### src/rtl/jtag_tap_ctrl.sv
// IEEE 1149.1 TAP controller with IR, BYPASS, IDCODE and one USER data register.
// Capture/shift on tck rising edge; tdo and register updates on tck falling edge.
module jtag_tap_ctrl #(
    parameter int unsigned IR_WIDTH   = 4,
    parameter logic [31:0] IDCODE_VAL = 32'h1ABC_D0E1,
    parameter int unsigned USER_WIDTH = 8
) (
    input  logic                  tck,
    input  logic                  trst,
    input  logic                  tms,
    input  logic                  tdi,
    output logic                  tdo,
    output logic                  tdo_en,
    output logic [IR_WIDTH-1:0]   ir_q,
    output logic [USER_WIDTH-1:0] user_q,
    output logic [3:0]            tap_state
);

    typedef enum logic [3:0] {
        TLR, RTI, SEL_DR, CAP_DR, SH_DR, EX1_DR, PA_DR, EX2_DR,
        UPD_DR, SEL_IR, CAP_IR, SH_IR, EX1_IR, PA_IR, EX2_IR, UPD_IR
    } tap_e;

    localparam logic [IR_WIDTH-1:0] IR_IDCODE = IR_WIDTH'(1);
    localparam logic [IR_WIDTH-1:0] IR_USER   = IR_WIDTH'(2);
    localparam logic [IR_WIDTH-1:0] IR_CAPT   = IR_WIDTH'(4'b0101);

    tap_e state, state_nxt;

    logic [IR_WIDTH-1:0]   ir_sr;
    logic [31:0]           id_sr;
    logic [USER_WIDTH-1:0] usr_sr;
    logic                  bp_sr;
    logic                  sel_idcode;
    logic                  sel_user;
    logic                  dr_lsb;

    assign tap_state  = state;
    assign sel_idcode = (ir_q == IR_IDCODE);
    assign sel_user   = (ir_q == IR_USER);

    always_ff @(posedge tck or negedge trst) begin
        if (!trst) state <= TLR;
        else       state <= state_nxt;
    end

    always_comb begin
        state_nxt = state;
        unique case (state)
            TLR:    state_nxt = tms ? TLR    : RTI;
            RTI:    state_nxt = tms ? SEL_DR : RTI;
            SEL_DR: state_nxt = tms ? SEL_IR : CAP_DR;
            CAP_DR: state_nxt = tms ? EX1_DR : SH_DR;
            SH_DR:  state_nxt = tms ? EX1_DR : SH_DR;
            EX1_DR: state_nxt = tms ? UPD_DR : PA_DR;
            PA_DR:  state_nxt = tms ? EX2_DR : PA_DR;
            EX2_DR: state_nxt = tms ? UPD_DR : SH_DR;
            UPD_DR: state_nxt = tms ? SEL_DR : RTI;
            SEL_IR: state_nxt = tms ? TLR    : CAP_IR;
            CAP_IR: state_nxt = tms ? EX1_IR : SH_IR;
            SH_IR:  state_nxt = tms ? EX1_IR : SH_IR;
            EX1_IR: state_nxt = tms ? UPD_IR : PA_IR;
            PA_IR:  state_nxt = tms ? EX2_IR : PA_IR;
            EX2_IR: state_nxt = tms ? UPD_IR : SH_IR;
            UPD_IR: state_nxt = tms ? SEL_DR : RTI;
        endcase
    end

    always_comb begin
        dr_lsb = bp_sr;
        unique case (1'b1)
            sel_idcode: dr_lsb = id_sr[0];
            sel_user:   dr_lsb = usr_sr[0];
            default:    dr_lsb = bp_sr;
        endcase
    end

    // Only the selected DR moves; pause/exit states leave everything intact.
    always_ff @(posedge tck or negedge trst) begin
        if (!trst) begin
            ir_sr  <= '0;
            id_sr  <= '0;
            usr_sr <= '0;
            bp_sr  <= 1'b0;
        end else begin
            case (state)
                CAP_IR: ir_sr <= IR_CAPT;
                SH_IR:  ir_sr <= {tdi, ir_sr[IR_WIDTH-1:1]};
                CAP_DR: begin
                    bp_sr <= 1'b0;
                    unique case (1'b1)
                        sel_idcode: id_sr  <= IDCODE_VAL;
                        sel_user:   usr_sr <= user_q;
                        default:    ;
                    endcase
                end
                SH_DR: begin
                    unique case (1'b1)
                        sel_idcode: id_sr  <= {tdi, id_sr[31:1]};
                        sel_user:   usr_sr <= {tdi, usr_sr[USER_WIDTH-1:1]};
                        default:    bp_sr  <= tdi;
                    endcase
                end
                default: ;
            endcase
        end
    end

    always_ff @(negedge tck or negedge trst) begin
        if (!trst) begin
            tdo    <= 1'b0;
            tdo_en <= 1'b0;
            ir_q   <= IR_IDCODE;
            user_q <= '0;
        end else begin
            tdo    <= 1'b0;
            tdo_en <= 1'b0;
            case (state)
                SH_IR: begin
                    tdo    <= ir_sr[0];
                    tdo_en <= 1'b1;
                end
                SH_DR: begin
                    tdo    <= dr_lsb;
                    tdo_en <= 1'b1;
                end
                UPD_IR: ir_q <= ir_sr;
                UPD_DR: if (sel_user) user_q <= usr_sr;
                TLR:    ir_q <= IR_IDCODE;
                default: ;
            endcase
        end
    end

endmodule

### config.mk
export PLATFORM = sky130hd
export DESIGN_NAME = jtag_tap_ctrl
export DESIGN_NICKNAME = d
export VERILOG_FILES = /design/src/rtl/jtag_tap_ctrl.sv
export SDC_FILE = /design/constraint.sdc
export NUM_CORES = 1
export LEC_CHECK = 0
export BUFFER_PORTS_ARGS = -buffer_cell sky130_fd_sc_hd__buf_2
export CAP_MARGIN = 20
export CORE_MARGIN = 5
export CORE_UTILIZATION = 35
export DETAILED_ROUTE_END_ITERATION = 6
export PLACE_DENSITY = 0.55
export SYNTH_ARGS = -nofsm -noshare
export SYNTH_HDL_FRONTEND = slang
export SYNTH_SLANG_ARGS = --single-unit
### constraint.sdc
create_clock -name tck -period 1.6 [get_ports tck]
set_input_delay 0.4 -clock tck [delete_from_list [all_inputs] [get_ports tck]]
set_output_delay 0.4 -clock tck [all_outputs]
set_load 0.005 [all_outputs]
# After elaboration in Yosys (flattened, before gate mapping)
# Cells that the tools add are included.
[word_totals] reg_bits=63 in_bits=4 out_inout_bits=18 word_cells=70
[op_classes] n_eq_ne=22 muxes=26 reduce_logical=13
[op_table] operator="32-bit 2-to-1 mux" count=2
[op_table] operator="32-bit one-hot mux with 2 select lines" count=1
[op_table] operator="4-bit one-hot mux with 12 select lines" count=1
[op_table] operator="4-bit == test (second input constant)" count=8
[op_table] operator="4-bit by 3-bit == test with 1-bit output (second input constant)" count=4
[op_table] operator="4-bit 2-to-1 mux" count=4
[op_table] operator="8-bit 2-to-1 mux" count=2
[op_table] operator="4-bit one-hot mux with 2 select lines" count=2
[op_table] operator="8-bit one-hot mux with 2 select lines" count=1
[op_table] operator="4-bit by 2-bit == test with 1-bit output (second input constant)" count=3
[op_table] operator="2-bit != test (second input constant)" count=5
[op_table] operator="4-bit by 1-bit == test with 1-bit output (second input constant)" count=2
[op_table] operator="2-bit OR reduction" count=4
[op_table] operator="2-bit 2-to-1 mux" count=3
[op_table] operator="3-bit 2-to-1 mux" count=2
[op_table] operator="1-bit one-hot mux with 2 select lines" count=3
[op_table] operator="3-bit AND reduction" count=2
[op_table] operator="2-bit nonzero test" count=3
[op_table] operator="1-bit 2-to-1 mux" count=5
[op_table] operator="4-bit logical NOT" count=1
[op_table] operator="2-bit AND reduction" count=2
[op_table] operator="3-bit OR reduction" count=1

# Logic depth before layout (Yosys ltp)
[depth] ltp_word=4 depth_mapped=7 depth_no_buf=4

==> flow_summary.yaml <==
routing:
  routed_wirelength_um: 6330
  drc: 0
  ant_nets: 0
  first_iter_violations: 119
  vias_per_cell: 4.90
  wl_per_cell_um: 15.0
  via_count: 2069
  firstDrtPassIters: 4
clocking:
  clock_path_buffers: 2
  cts_tree: "yes"
  cts_buffers: 9
  cts-htree-levels: 3
  cts-root-buf: "clkbuf_8"
  worstSkewPairLatency_ns: 0.37
  clk_pin_slew_worst_paths_ns: 0.07
  clock_sinks: 63
power:
  pwr-share-comb_pct: 47.3
  p_seq_share_pct: 35.2
  power_leakage_uw: 0.00179
  powerDensity_mw_per_mm2: 1830
  p_int_uw: 4500
  clkPwrFrac_pct: 17.4
  power.switching_uw: 2570
  vdd_drop_max_mv: 0.750
  power_uw: 7070
  switching_share_pct: 36.3
synth:
  ys.flop_type: "dfrtp_1"
  syn_area_sq_mm: 0.00271
  synth_top_area_share_pct: 45.3
  yosys-top-cells-area: "dfrtp_1 (45%), dfrtn_1 (12%), a22o_1 (5.5%)"
  synth.distinct_cells: 44
  syn-instance-count: 231
  synth_area_per_cell_sq_um: 11.7
  ys_seq_area_share_pct: 58.3
  async_flop_share_pct: 100
  synth_area_leader_cell: "dfrtp_1"
  synth-seq-cells: 63
  syn_nets: 235
  yosysWarningCount: 0
  synth-edff-count: 0
cells_and_area:
  fillerInstances: 690
  layout-drive-gt1-share_pct: 45.3
  diodes: 0
  nNetsFinal: 319
  multi_input_area_sq_mm: 0.00123
  syn2layout_area_growth_pct: 42.8
  final_util_pct: 50.8
  seq_area_sq_mm: 0.00158
status:
  failed_checks: "negative setup slack"
  status: "complete, but fails checks"
timing:
  finalHoldViolations: 0
  skew_ns: 0.0517
  drv_slew: 0
  worstMarginPinSlew_ns: 0.587
  rsz0062_at_grt: "yes"
  setup_violations: 70
  fin_ws_ns: -0.791
  slew_headroom_pct: 60.8
critical_path:
  crit_path_top_delay_cell: "dfstp_2"
  critical_path_required_ns: 1.82
  cp-end-kind: "flop"
  crit_type: "reg -> reg"
  max_stage_delay_ns: 0.54
  crit_fanout: 8
  crit_arrival_ns: 2.61
  start_kind: "flop"
  cp_cell_sequence: "nor2b_4, and3b_2, buf_8, nand2_8, a22o_1"
global_routing:
  met1_usage_pct: 19.6
  antenna_found_initial: 0
  grt_use_total_pct: 13.6
  grt_pass1_wl_um: 10600
  grtUsageMet3_pct: 3.57
  gr-usage-met2_pct: 19.7
  grt_busiest_layer: "met2"
  grt_pass1_vias: 2125
  overflow: 0
  grt_max_degree: 28
die:
  rows: 32
  die_h_um: 97.9
  start_util_pct: 35.6
  core_sq_mm: 0.00761
  dieArea_sq_mm: 0.00959
  ios: 22
  die_w_um: 97.9
worst_hold_path:
  hp-class: "in -> async"
place:
  place_congestion: 0.808
  dp_hpwl_um: 3880
  io_buffers: 21
run:
  maxCapViolCount: 0
==> flip-flops by register name, summed over array words and instances, names as in the netlist <==
| register | flops |
|---|---|
| id_sr | 32 |
| user_q | 8 |
| usr_sr | 8 |
| ir_q | 4 |
| ir_sr | 4 |
| tap_state | 4 |
| bp_sr | 1 |
| tdo | 1 |
| tdo_en | 1 |
==> placed cells by master (no fill, tap or decap), drive strengths merged, types with 2 or more instances in the layout <==
cell      instances
nor3              2
a21o              2
clkinvlp          2
o22a             15
a221oi            2
nor2             16
dfrtn            13
clkbuf           11
inv               6
o211ai            2
mux2i             8
nor3b             2
a21oi            15
mux2              8
nand2b            2
o21ai             7
clkinv            3
dfrtp            49
nand3             4
buf              85
o22ai             4
nand2            19
and2              4
and3b             2
nor2b             4
a22o             17
==> synthesized netlist by cell type, types with 3 or more instances <==
library cell / instances
nor2b_1: 4
mux2i_1: 8
buf_2: 5
clkbuf_1: 7
o21ai_0: 7
inv_1: 6
dfrtn_1: 13
and2_1: 3
nor2_1: 16
a22o_1: 17
nand2_1: 16
a21oi_1: 13
nand3_1: 4
dfrtp_1: 49
o22a_1: 15
mux2_2: 8
o22ai_1: 4
==> power groups by stage <==
stage / Clock (uW) / Sequential [uW] / Combinational, uW
2_1_floorplan: 7.82 / 2440 / 1720
3_3_place_gp: 7.82 / 2480 / 2410
3_5_place_dp: 7.82 / 2470 / 2450
4_1_cts: 1280 / 2480 / 2900
5_1_grt: 1350 / 2550 / 3640
6_report: 1230 / 2490 / 3340
==> layout make-up <==
type                       instances  area share [%]
inverter                           5           0.680
tap                              102            3.30
clock buffer                      11            3.66
sequential                        63            40.9
timing repair buffer              85            18.7
clock inverter                     6           0.972
multi-input combinational        150            31.8
==> worst max-delay path: cells and delay by family (launching register included) <==
kind | cells | cell delay [ns]
AND/OR/NAND/NOR | 3 | 0.49
AO/OA/AOI/OAI | 1 | 0.24
buffers and inverters | 1 | 0.17
flip-flops | 1 | 0.54
==> what timing repair did <==
item | in CTS | in global routing
pin swaps | 5 | 24
gates resized for setup | 33 | 20
hold buffers | 0 | 0
setup endpoints to repair | 70 | 71
setup buffers | 13 | 7
cloned | 1 | 3
==> worst paths after layout <==
kind	from	to	slack, ns	depth (start not counted)
max in group asynchronous	trst	user_q[7]	0.62	2
worst min register to register	id_sr[6]	id_sr[5]	0.49	1
worst max-delay path	ir_q[0]	id_sr[26]	-0.79	5
worst max register to register	ir_q[0]	id_sr[26]	-0.79	5
min in group tck	tdi	id_sr[31]	0.38	2
worst min-delay path	trst	id_sr[3]	0.08	2
==> cells by family (layout without fill, tap and decap cells) <==
| kind of cell | count (synthesis) | after routing | synth area share (%) |
|---|---|---|---|
| AOI/OAI and AO/OA | 71 | 71 | 20.0 |
| xor gates and xnor gates | 1 | 1 | 0.324 |
| buffers and inverters | 21 | 107 | 3.84 |
| DFF | 63 | 63 | 58.3 |
| muxes | 16 | 16 | 6.29 |
| and+or+nand+nor | 59 | 62 | 11.2 |
==> routing by layer <==
layer / wire [um] / up-vias
li1: - / 1012
met1: 3160 / 1032
met2: 2980 / 21
met3: 154 / 4
met4: 40 / 0
met5: 0 / -
==> through the flow <==
step | hold WS [ns] | worst slack [ns] | setup TNS [ns] | instance area (sq um) | cells
3_5_place_dp | 0.457 | -0.951 | -43.48 | 3320 | 385
4_1_cts | 0.0863 | -0.782 | -44.65 | 3730 | 414
2_1_floorplan | 0.104 | -0.790 | -37.40 | 2820 | 231
3_3_place_gp | 0.469 | -0.897 | -42.66 | 3320 | 385
6_report | 0.0814 | -0.791 | -43.81 | 3860 | 422
5_1_grt | 0.106 | -0.866 | -47.68 | 3860 | 422
(Power assumes the default switching activity.)
